**src/rtl/instr_fetch_unit_if.sv**
```systemverilog
// rtl/instr_fetch_unit_if.sv - instruction memory request/ack bus between fetch unit and memory
interface instr_fetch_unit_if #(
    parameter int PC_W = 64
);
    logic            imem_req;
    logic [PC_W-1:0] imem_addr;
    logic [31:0]     imem_rdata;
    logic            imem_ack;

    // Fetch unit drives the request side
    modport master (
        output imem_req,
        output imem_addr,
        input  imem_rdata,
        input  imem_ack
    );

    // Memory answers with data and an ack strobe
    modport slave (
        input  imem_req,
        input  imem_addr,
        output imem_rdata,
        output imem_ack
    );
endinterface

```
**src/rtl/instr_fetch_unit.sv**
```systemverilog
// rtl/instr_fetch_unit.sv - PC owner and fetch/issue sequencer feeding the control unit
module instr_fetch_unit #(
    parameter int              PC_W     = 64,
    parameter logic [PC_W-1:0] RESET_PC = '0,
    parameter int              CNT_W    = 32
) (
    input  logic                 clk,
    input  logic                 rst_n,
    instr_fetch_unit_if.master   imem,
    input  logic                 stall,
    input  logic                 bus_pcSrc,
    input  logic [PC_W-1:0]      br_offset,
    output logic [31:0]          instr,
    output logic [10:0]          opcode,
    output logic [PC_W-1:0]      pc_out,
    output logic                 instr_valid,
    output logic [CNT_W-1:0]     retired_cnt
);

    typedef enum logic [1:0] {
        IDLE  = 2'd0,
        FETCH = 2'd1,
        ISSUE = 2'd2
    } state_t;

    state_t             state_q, state_d;
    logic [PC_W-1:0]    pc_q, pc_d;
    logic               req_q, req_d;
    logic [PC_W-1:0]    addr_q, addr_d;
    logic [31:0]        instr_q, instr_d;
    logic [PC_W-1:0]    pc_out_q, pc_out_d;
    logic               valid_q, valid_d;
    logic [CNT_W-1:0]   cnt_q, cnt_d;
    logic [PC_W-1:0]    next_pc;

    // Next-state and register updates for the IDLE -> FETCH -> ISSUE loop
    always_comb begin
        state_d  = state_q;
        pc_d     = pc_q;
        req_d    = req_q;
        addr_d   = addr_q;
        instr_d  = instr_q;
        pc_out_d = pc_out_q;
        valid_d  = valid_q;
        cnt_d    = cnt_q;
        // Branch offset is in words; bits shifted past PC_W are dropped
        next_pc  = bus_pcSrc ? (pc_out_q + (br_offset << 2)) : (pc_out_q + PC_W'(4));

        unique case (state_q)
            IDLE: begin
                req_d   = 1'b1;
                addr_d  = pc_q;
                state_d = FETCH;
            end
            FETCH: begin
                // Ack only counts while a request is actually outstanding
                if (req_q && imem.imem_ack) begin
                    instr_d  = imem.imem_rdata;
                    pc_out_d = pc_q;
                    valid_d  = 1'b1;
                    req_d    = 1'b0;
                    state_d  = ISSUE;
                end
            end
            ISSUE: begin
                // Stall freezes the issued instruction; branch inputs ignored
                if (!stall) begin
                    pc_d    = next_pc;
                    addr_d  = next_pc;
                    req_d   = 1'b1;
                    valid_d = 1'b0;
                    cnt_d   = cnt_q + CNT_W'(1);
                    state_d = FETCH;
                end
            end
            default: begin
                state_d = IDLE;
                req_d   = 1'b0;
            end
        endcase
    end

    // State registers with asynchronous active-low reset
    always_ff @(posedge clk or negedge rst_n) begin
        if (!rst_n) begin
            state_q  <= IDLE;
            pc_q     <= RESET_PC;
            req_q    <= 1'b0;
            addr_q   <= RESET_PC;
            instr_q  <= '0;
            pc_out_q <= '0;
            valid_q  <= 1'b0;
            cnt_q    <= '0;
        end else begin
            state_q  <= state_d;
            pc_q     <= pc_d;
            req_q    <= req_d;
            addr_q   <= addr_d;
            instr_q  <= instr_d;
            pc_out_q <= pc_out_d;
            valid_q  <= valid_d;
            cnt_q    <= cnt_d;
        end
    end

    assign imem.imem_req  = req_q;
    assign imem.imem_addr = addr_q;
    assign instr          = instr_q;
    assign opcode         = instr_q[31:21];
    assign pc_out         = pc_out_q;
    assign instr_valid    = valid_q;
    assign retired_cnt    = cnt_q;

endmodule

```
**src/flat_wrapper.sv**
```systemverilog
// flat-port wrapper written by rule: the top's interface ports become plain ports
module instr_fetch_unit_flat 
#(
    parameter int              PC_W     = 64,
    parameter logic [PC_W-1:0] RESET_PC = '0,
    parameter int              CNT_W    = 32
)
  (clk, rst_n, stall, bus_pcSrc, br_offset, instr, opcode, pc_out, instr_valid, retired_cnt, imem_imem_req, imem_imem_addr, imem_imem_rdata, imem_imem_ack);
  instr_fetch_unit_if #(.PC_W(PC_W)) imem_i ();
  input  logic clk;
  input  logic rst_n;
  input  logic stall;
  input  logic bus_pcSrc;
  input  logic [PC_W-1:0] br_offset;
  output logic [31:0] instr;
  output logic [10:0] opcode;
  output logic [PC_W-1:0] pc_out;
  output logic instr_valid;
  output logic [CNT_W-1:0] retired_cnt;
  output wire logic [$bits(imem_i.imem_req)-1:0] imem_imem_req;
  output wire logic [$bits(imem_i.imem_addr)-1:0] imem_imem_addr;
  input wire logic [$bits(imem_i.imem_rdata)-1:0] imem_imem_rdata;
  input wire logic [$bits(imem_i.imem_ack)-1:0] imem_imem_ack;
  assign imem_imem_req = imem_i.imem_req;
  assign imem_imem_addr = imem_i.imem_addr;
  assign imem_i.imem_rdata = imem_imem_rdata;
  assign imem_i.imem_ack = imem_imem_ack;
  instr_fetch_unit #(.PC_W(PC_W), .RESET_PC(RESET_PC), .CNT_W(CNT_W)) u_core (.clk(clk), .rst_n(rst_n), .imem(imem_i), .stall(stall), .bus_pcSrc(bus_pcSrc), .br_offset(br_offset), .instr(instr), .opcode(opcode), .pc_out(pc_out), .instr_valid(instr_valid), .retired_cnt(retired_cnt));
endmodule
```
**config.mk**
```make
export PLATFORM = sky130hd
export DESIGN_NAME = instr_fetch_unit_flat
export DESIGN_NICKNAME = d
export VERILOG_FILES = /design/src/rtl/instr_fetch_unit_if.sv /design/src/rtl/instr_fetch_unit.sv /design/src/flat_wrapper.sv
export SDC_FILE = /design/constraint.sdc
export NUM_CORES = 1
export LEC_CHECK = 0
export ABC_CLOCK_PERIOD_IN_PS = 2700
export CORE_MARGIN = 8
export CORE_UTILIZATION = 47
export DETAILED_ROUTE_END_ITERATION = 7
export PLACE_DENSITY = 0.86
export SETUP_SLACK_MARGIN = 0.05
export SYNTH_ARGS = -nofsm -noshare
export SYNTH_HDL_FRONTEND = slang
export SYNTH_SLANG_ARGS = --single-unit
export TNS_END_PERCENT = 50
```
**constraint.sdc**
```tcl
create_clock -name clk -period 2.7 [get_ports clk]
set_clock_uncertainty 0.2 [all_clocks]
set_input_delay 0.81 -clock clk [delete_from_list [all_inputs] [get_ports clk]]
set_output_delay 0.81 -clock clk [all_outputs]
set_load 0.1 [all_outputs]
```
# ---- Word level (Yosys, flattened, before mapping)
# Index checks and enable logic that the tools add are counted.
dict set report totals {
  regBits 260
  latch_bits 0
  mem_bits_rw 0
  romBits 0
  inputBits 101
  out_inout_bits 205
  wordCells 37
  n_memories 0
}
dict set report classes {
  n_addsub 3
  multipliers 0
  n_div 0
  n_lt_le_gt_ge 0
  n_eq_ne 4
  n_shift 0
  muxes 12
  bitwise_logic 1
  reduce_logical 9
}
# cell n
set ops {}
lappend ops {{64-bit two-way mux} 2}
lappend ops {{64-bit case mux with 2 select lines} 1}
lappend ops {{64-bit by 3-bit adder with 64-bit output, second input constant} 1}
lappend ops {{64-bit adder} 1}
lappend ops {{32-bit by 1-bit adder with 32-bit output, second input constant} 1}
lappend ops {{2-bit AND reduction} 4}
lappend ops {{2-bit case mux with 3 select lines} 1}
lappend ops {{1-bit two-way mux} 4}
lappend ops {{2-bit two-way mux} 2}
lappend ops {{2-bit nonzero test} 2}
lappend ops {{1-bit case mux with 3 select lines} 1}
lappend ops {{3-bit AND reduction} 1}
lappend ops {{2-bit by 1-bit == test with 1-bit output, second input constant} 1}
lappend ops {{2-bit == test, second input constant} 1}
lappend ops {{2-bit logical NOT} 1}
lappend ops {{2-bit by 1-bit != test with 1-bit output, second input constant} 1}
lappend ops {{2-bit != test, second input constant} 1}
lappend ops {{1-bit case mux with 2 select lines} 1}
lappend ops {{1-bit logical AND} 1}
lappend ops {{1-bit NOT} 1}

# ---- Longest topological paths before layout
# Gate-level depths: netlist (run 1).
dict set report logic_depth {
  word_depth 4
  mapped_depth 13
  mapped_depth_nobuf 13
}

# ---- Least setup slack after synthesis (run 1)
# OpenSTA, ideal clock, no wires.
dict set report synth_path {
  path_type {input to register}
  startpoint {input bus_pcSrc}
  endpoint {register u_core.addr_q[56] (netlist: u_core.imem.imem_addr[56])}
  setup_ns 0.126
  arrival_ns 3.341
  required_ns 2.374
  path_slack_ns -0.967
  stages 12
  n_path_buf 2
  cell_sequence {clkbuf_1 -> and2_1 -> ha_1 -> clkbuf_1 -> and3_1 -> nand3_1 -> or4_4 -> o2111a_2 -> o21ai_2 -> a21boi_2 -> xnor2_1 -> a221o_1}
}
dict set report synth_between {
  elab_chain_cells 3
}
# element line
set synth_rtl {}
lappend synth_rtl {{from (decl)} flat_wrapper.sv:13} ;# input logic bus_pcSrc;
lappend synth_rtl {{64-bit two-way mux} instr_fetch_unit.sv:47} ;# next_pc = bus_pcSrc ? (pc_out_q + (br_offset << 2)) : (pc_out_q + PC_W'(4));
lappend synth_rtl {{64-bit two-way mux} instr_fetch_unit.sv:67} ;# if (!stall) begin
lappend synth_rtl {{64-bit case mux with 2 select lines} instr_fetch_unit.sv:49} ;# unique case (state_q)
lappend synth_rtl {{to (signal assigned)} instr_fetch_unit.sv:98} ;# addr_q <= addr_d;
lappend synth_rtl {{to (decl)} instr_fetch_unit.sv:29} ;# logic [PC_W-1:0] addr_q, addr_d;
# No other way between the ends. The select of a mux whose other input is x is not followed.
# A chain may end at the register's enable or synchronous reset.

# ---- Worst setup path in the final report (run 1)
dict set report layout_path {
  startpoint {input br_offset[39]}
  endpoint {register u_core.addr_q[55] (netlist: u_core.imem.imem_addr[55])}
}
dict set report layout_between {
  elab_chain_cells 4
}
# element line
set layout_rtl {}
lappend layout_rtl {{from (decl)} flat_wrapper.sv:14} ;# input logic [PC_W-1:0] br_offset;
lappend layout_rtl {{64-bit adder} instr_fetch_unit.sv:47}
lappend layout_rtl {{64-bit two-way mux} instr_fetch_unit.sv:47}
lappend layout_rtl {{64-bit two-way mux} instr_fetch_unit.sv:67}
lappend layout_rtl {{64-bit case mux with 2 select lines} instr_fetch_unit.sv:49}
# No other way between the ends. The select of a mux whose other input is x is not followed.

==> results of run 1 <==
[how the worst min path moves through the flow]
stage | end | slack (ns) | depth (start not counted) | from
final | u_core.imem.imem_addr[15] | 0.28 | 2 | u_core.imem.imem_addr[15]
after global routing | u_core.imem.imem_addr[39] | 0.32 | 2 | u_core.imem.imem_addr[39]
after CTS | u_core.imem.imem_addr[28] | 0.28 | 2 | u_core.imem.imem_addr[28]
after detailed placement | u_core.imem.imem_addr[28] | 0.27 | 2 | u_core.imem.imem_addr[28]
after global placement | u_core.retired_cnt[31] | 0.26 | 1 | u_core.retired_cnt[31]
after floorplan | u_core.pc_q[52] | 0.26 | 2 | u_core.pc_q[52]
[sequential cells by signal, summed over array words and instances (netlist names)]
name and count:
u_core.imem.imem_addr 64, u_core.retired_cnt 32, u_core.state_q 2, u_core.pc_q 64, u_core.instr_valid 1, u_core.pc_out 64, u_core.instr 32
[metal layers]
| layer | vias to the layer above | track usage | wire (um) |
|---|---|---|---|
| met3 | 321 | 0.04139 | 5177 |
| met2 | 1001 | 0.5180 | 30030 |
| met1 | 7540 | 0.3592 | 22160 |
| met5 | - | 0 | 24 |
| met4 | 4 | 0.1545 | 4043 |
| li1 | 6624 | - | - |
[repair_timing]
action / CTS / global route
gates cloned: 1 / 2
pin swaps: 145 / 89
endpoints found under the hold margin: 33 / 0
setup endpoints to repair: 110 / 118
buffers inserted: 61 / 39
resized for setup: 244 / 124
hold buffers: 1 / 0
[kinds of logic after synthesis]
family,share of synthesized area
adders and majority gates,0.05491
AOI/OAI and AO/OA,0.1541
buffers and inverters,0.03704
xor gates and xnor gates,0.05258
DFF,0.4472
and+or+nand+nor,0.1690
muxes,0.08512
[Yosys cell counts, drive strengths merged, types with 5 or more instances]
| cell | n | share of area |
|---|---|---|
| ha | 62 | 0.054 |
| clkbuf | 60 | 0.019 |
| xnor2 | 48 | 0.029 |
| mux2 | 106 | 0.082 |
| a21o | 32 | 0.017 |
| a21oi | 129 | 0.045 |
| and2 | 62 | 0.027 |
| inv | 15 | 0.0039 |
| a211o | 5 | 0.0031 |
| a31oi | 17 | 0.0073 |
| nor2 | 99 | 0.026 |
| a221o | 7 | 0.0048 |
| buf | 33 | 0.013 |
| nand4 | 19 | 0.0082 |
| dfrtp | 259 | 0.45 |
| nand2 | 235 | 0.061 |
| o21ai | 103 | 0.036 |
| o21bai | 13 | 0.0073 |
| a211oi | 10 | 0.0060 |
| nor4 | 8 | 0.0039 |
| and3 | 27 | 0.012 |
| xor2 | 39 | 0.024 |
| nand3 | 38 | 0.013 |
| nor3 | 15 | 0.0059 |
[cell type report]
| type | count | area (um2) | area share |
|---|---|---|---|
| Clock buffer | 43 | 818.3 | 0.03449 |
| Clock inverter | 10 | 122.6 | 0.005168 |
| Inverter | 15 | 58.81 | 0.002479 |
| Multi-Input combinational cell | 1143 | 9588 | 0.4041 |
| Sequential cell | 259 | 6484 | 0.2733 |
| Tap cell | 396 | 495.5 | 0.02088 |
| Timing Repair Buffer | 734 | 6160 | 0.2596 |
[worst min-delay path: stages (launching register included)]
cell and delay (ns):
dfrtp_1 0.34, nand2_1 0.05, o21ai_0 0.06
[metrics by stage]
| step | instance area, um2 | power [mW] |
|---|---|---|
| floorplan | 15390 | 20.62 |
| global placement | 20410 | 26.25 |
| detailed placement | 20410 | 26.69 |
| CTS | 22910 | 32.14 |
| global route | 23730 | 34.85 |
| finish | 23730 | 33.76 |
[layout by cell type, fill, tap and decap left out, types with 23 or more instances in the layout]
master | synthesis | final
a21o_1 | 27 | 27
a21oi_1 | 127 | 80
a21oi_2 | 2 | 38
and2_4 | 0 | 42
buf_4 | 14 | 574
buf_6 | 0 | 43
clkbuf_16 | 0 | 30
clkdlybuf4s50_1 | 0 | 68
dfrtp_1 | 259 | 257
ha_4 | 0 | 47
mux2_2 | 106 | 104
nand2_1 | 235 | 213
nand3_1 | 38 | 30
nor2_1 | 98 | 85
o21ai_0 | 97 | 33
o21ai_1 | 4 | 51
xnor2_1 | 48 | 28
xor2_1 | 39 | 23
[power breakdown]
part	total, mW	internal, mW	switching, mW	leakage, nW
clock	3.99	2.29	1.70	0.452
sequential	6.77	5.41	1.36	3.30
combinational	23.0	7.64	15.4	7.56
total	33.8	15.3	18.4	11.3
==> metrics.md, run 1 <==
| Metric | Value |
|---|---|
| Post-layout minimum cycle time | about 3.5 ns |
| Antenna cells | 0 |
| Syn nets | approximately 1700 |
| Largest net degree at the start of global routing | 83 |
| Post-synth cell types | 80 |
| I/O pin count | a little over 300 |
| Post-Place Cells | 2450 |
| Crit path arrival time | roughly 3.7 ns |
| Initial antenna violation count | 3 |
| Relative slew margins | 0.3108 |
| Sequential area share after synthesis | 0.4472 |
| Critical Path RT | 2.95 ns |
| Layout net count | around 2300 |
| Sinks on Clock Net | around 260 |
| Syn Area/Cell | roughly 9.6 um2 |
| DRC marker count from the first detailed-route iteration | about 1400 |
| Post-route ant nets | 0 |
| Slowest stage delay, CP | between 0.4 and 0.5 ns |
| CP delay by family, top | compound AO/OA/AOI/OAI gates |
| Fill cell count | around 1700 |
| Worst-Skew Late Latency | a little under 0.6 ns |
| CTS tree | yes |
| DRC | 0 |
| WP buf/inv | 4 |
| Mapped cell area | around 0.014 mm2 |
| R2R depth | 13 |
| Initial core utilization | 0.4750 |
| Slew @ Worst Pin | 1.034 ns |
| HP Class | flip-flop to flip-flop |
| Post-DR vias/cell | ~6.0 |
| Global-route wire length before repair | 87920 um |
| Hold Fails Final Rpt | 0 |
| Layout area overhead | 63.71% |
| Clock-pin slew on the worst setup and hold paths | ~0.06 ns |
| Post-Layout Cell Count | 2600 |
| Total of warnings raised by yosys | 0 |
| Die Y | 191.6 um |
| Slowest stage cell, crit path | clkdlybuf4s50_1 |
| Leak | ~11 nW |
| DRT Wirelength | between 60000 and 70000 um |
| Vias in the first global route | ~16000 |
| Top FF cell, synth | dfrtp_1 |
| DIE AREA | between 0.03 and 0.04 mm2 |
| Post-synth EDFFs | 0 |
| H-tree depth | 1 |
| Power Density | between 1000 and 1500 mW/mm2 |
| Layout cells sized above 1 | 0.5041 |
| Reg2reg end | u_core.pc_q[50] |
| Unrepaired setup endpoints after global routing | yes |
| Post-route clock period utilization | 1.295 |
| Clock tree root driver cell | clkbuf_16 |
| Crit-path cells | clkdlybuf4s50_1, and2_4, ha_4, buf_6, inv_1, o21bai_1, a21oi_1, o21ai_2, a221oi_2, o21ai_4, buf_12, a21oi_4, xnor2_2, a221o_1 |
| Max Fanout on Critical Path | 4 |
| Port Buffers | between 300 and 400 |
| Max Cap Viol | 0 |
| Critical Path Stages | 14 |
| Crit path to | u_core.imem.imem_addr[55] |
| Peak supply drop | 1.178 mV |
| #FFs+latches synth | roughly 260 |
| Fin util | 0.7777 |
| GPL Wtd Cong | between 0.9 and 1 |
| Critical Path Source Type | input pin |
| HPWL Detailed | approximately 38000 um |
| Violated checks | negative setup slack |
| Worst Setup Slack, final | -0.7952 ns |
| Vias | between 15000 and 20000 |
| Outcome | complete, but fails checks |
| Reg2Reg Setup Slack | -0.61 ns |
| Core box area | slightly above 0.03 mm2 |
| Fmax | between 200 and 300 MHz |
| Post-synthesis cell count | ~1500 |
| CTS Buf Count | 29 |
| Die W | 191.6 um |
| Clock Path Buffers | 3 |
| Final number of setup-violating endpoints | 104 |
| Worst Setup SP | br_offset[39] |
| Setup TNS | -51.35 ns |
| Row count | between 60 and 70 |
| Ys async rst share | 1.000 |
| WS Path Type | input pin to flip-flop |
| Worst setup EP type | flip-flop |
| Router iterations before antenna repair | 6 |
| WL/cell | about 24 um |
| Worst hold slack | between 0.2 and 0.3 ns |
| Launch point of the worst reg-to-reg path | u_core.pc_out[2] |
| Grt total ovfl | 0 |
| DP Worst Slack | -1.384 ns |
| Overall routing resource usage | 0.2991 |
| Slew Viols, Final | 0 |
Power figures use the tool's default switching activity.
==> inputs of run 2 (changes only) <==
--- a/config.mk
+++ b/config.mk
@@ -5,11 +5,11 @@
 export SDC_FILE = /design/constraint.sdc
 export NUM_CORES = 1
 export LEC_CHECK = 0
-export ABC_CLOCK_PERIOD_IN_PS = 2700
+export ABC_CLOCK_PERIOD_IN_PS = 4050
 export CORE_MARGIN = 8
-export CORE_UTILIZATION = 47
+export CORE_UTILIZATION = 56
 export DETAILED_ROUTE_END_ITERATION = 7
-export PLACE_DENSITY = 0.86
+export PLACE_DENSITY = 0.95
 export SETUP_SLACK_MARGIN = 0.05
 export SYNTH_ARGS = -nofsm -noshare
 export SYNTH_HDL_FRONTEND = slang
==> constraint.sdc (replaced) <==
create_clock -name clk -period 4.05 [get_ports clk]
set_clock_uncertainty 0.2 [all_clocks]
set_input_delay 1.215 -clock clk [delete_from_list [all_inputs] [get_ports clk]]
set_output_delay 1.215 -clock clk [all_outputs]
set_load 0.1 [all_outputs]
==> metrics.md, run 2 (synthesis results as in run 1) <==
| Metric | Value |
|---|---|
| Antenna cells | 0 (unchanged) |
| Worst setup EP type | flip-flop |
| H-tree depth | 1 (unchanged) |
| R2R depth | 13 (unchanged) |
| Clock-pin slew on the worst setup and hold paths | 0.06 ns (about the same) |
| I/O pin count | 306 (unchanged) |
| Die W | 176.9 um (-7.7%) |
| GPL Wtd Cong | 0.9578 (+4.9%) |
| Reg2reg end | u_core.imem.imem_addr[60] |
| Slew @ Worst Pin | 1.036 ns (+0.001977 ns) |
| Post-route ant nets | 0 (unchanged) |
| Global-route wire length before repair | 77060 um (-12%) |
| Unrepaired setup endpoints after global routing | yes |
| Slowest stage cell, crit path | clkdlybuf4s50_1 |
| Crit path arrival time | 4.22 ns (+0.48 ns) |
| Port Buffers | 303 (unchanged) |
| Vias | 14340 (-7.4%) |
| Slew Viols, Final | 0 (unchanged) |
| CTS tree | yes |
| Post-layout minimum cycle time | 4.009 ns |
| Max Cap Viol | 0 (unchanged) |
| Sinks on Clock Net | 259 (unchanged) |
| Most used cell, CP | buf_4 |
| Crit path to | u_core.pc_q[63] |
| CTS Buf Count | 28 (-3.4%) |
| WP buf/inv | 5 (+1) |
| Critical Path RT | 4.26 ns (+1.31 ns) |
| Hold path start | u_core.imem.imem_addr[26] |
| Largest net degree at the start of global routing | 84 (+1.2%) |
| Row count | 59 (-7.8%) |
| Slowest stage delay, CP | 0.40 ns (-0.06 ns) |
| WL/cell | 21.39 um (-9.5%) |
| Post-route clock period utilization | 0.9899 |
| Initial antenna violation count | 1 (-2) |
| Crit-path cells | clkdlybuf4s50_1, and2_1, ha_1, o21ai_0, buf_4, nor4_4, buf_4, nor3_2, o21bai_2, a41oi_2, buf_4, o21ai_4, a31oi_1, buf_4, xnor2_1, o21ai_0 |
| Reg2Reg Setup Slack | 0.78 ns (+1.39 ns) |
| WS Path Type | input pin to flip-flop |
| DRT Wirelength | 50150 um (-18%) |
| Critical Path Stages | 16 (+2) |
| Worst-Skew Late Latency | 0.54 ns (-0.04 ns) |
| Most frequent cells in the layout | 431 x buf_4, 259 x dfrtp_1, 233 x nand2_1 |
| HP Class | flip-flop to flip-flop |
| Layout area overhead | 39.86% |
| DRC marker count from the first detailed-route iteration | 1438 (-0.069%) |
| Critical Path Source Type | input pin |
| Hold Fails Final Rpt | 0 (unchanged) |
| Post-DR vias/cell | 6.119 (+2.7%) |
| Router iterations before antenna repair | 6 (unchanged) |
| Grt total ovfl | 0 (unchanged) |
| Outcome | completed |
| Worst Setup SP | br_offset[3] |
| Commonest non-fill, non-tap cell in the layout | buf_4 |
| DIE AREA | 0.03128 mm2 (-15%) |
| Final number of setup-violating endpoints | 0 (-100%) |
| DRC | 0 (unchanged) |
| Clock Path Buffers | 3 (unchanged) |
| CP delay by family, top | buffers and inverters |
| DP Worst Slack | -0.9170 ns (+0.4666 ns) |
| Core box area | 0.02576 mm2 (-16%) |
| Clock tree root driver cell | clkbuf_16 |
| Vias in the first global route | 14800 (-8.1%) |
| Layout cells sized above 1 | 0.3425 (-0.1616) |
| HPWL Detailed | 34710 um (-8.1%) |
| Worst Setup Slack, final | 0.04109 ns (+0.8363 ns) |
| Initial core utilization | 0.5625 (+0.08750) |
| Launch point of the worst reg-to-reg path | u_core.pc_out[2] |
| Overall routing resource usage | 0.3039 (+0.004842) |
| Max Fanout on Critical Path | 4 (unchanged) |
| Relative slew margins | 0.3095 (-0.001318) |
| Die Y | 176.9 um (-7.7%) |
| Fmax | between 200 and 250 MHz |
| Layout net count | 2153 (-8.2%) |
## run 2: what timing repair did
action                                 CTS  global route
setup buffers                            2             1
pin swaps                               16            25
cloned                                   1             0
endpoints found under the hold margin    0             0
hold buffers                             0             0
setup endpoints to repair               79            52
resized for setup                       33            50
## run 2: layout make-up
type | count | area [um2]
clock buffers | 39 | 832.0
repair buffers | 542 | 4447
multi-input cells | 1143 | 7890
well taps | 335 | 419.2
inverters | 15 | 56.30
clock inverters | 11 | 143.9
flip-flops and latches | 259 | 6481
fillers | 1416 | 5494
## run 2: worst min-delay path, delay by kind of cell, from the launching register on
kind	cells	cell delay (ns)
AND/OR/NAND/NOR	2	0.11
flip-flops	1	0.35
## run 2: how the worst min path moves through the flow
stage,to,slack [ns],cells past startpoint
after CTS,u_core.imem.imem_addr[26],0.28,2
after global placement,u_core.retired_cnt[31],0.26,1
final,u_core.imem.imem_addr[26],0.29,2
after detailed placement,u_core.imem.imem_addr[26],0.27,2
after floorplan,u_core.pc_q[21],0.26,2
after global routing,u_core.imem.imem_addr[29],0.31,2
## run 2: stage by stage
stage | util | std cells | hold WS (ns) | instance area, um2 | TNS [ns]
2_1_floorplan | - | 1512 | 0.2595 | 14500 | 0
3_3_place_gp | 0.7317 | 2291 | 0.2630 | 18850 | -52.69
3_5_place_dp | 0.7317 | 2291 | 0.2716 | 18850 | -63.17
4_1_cts | 0.7763 | 2344 | 0.2848 | 20000 | 0
5_1_grt | 0.7868 | 2344 | 0.3086 | 20270 | -0.2622
6_report | 0.7868 | 2344 | 0.2851 | 20270 | 0
## run 2: metal layers
metal  GRT usage  vias up  wire length (um)
li1            -     6262                 -
met1      0.3499     7008             18200
met2      0.5345      851             25180
met3     0.05291      221              4092
met4      0.1587        2              2653
met5           0        -                12
Power of run 2 is left out: the tool's default activity adds up to more than one toggle a clock period on the data nets, which glitch-free logic cannot reach.
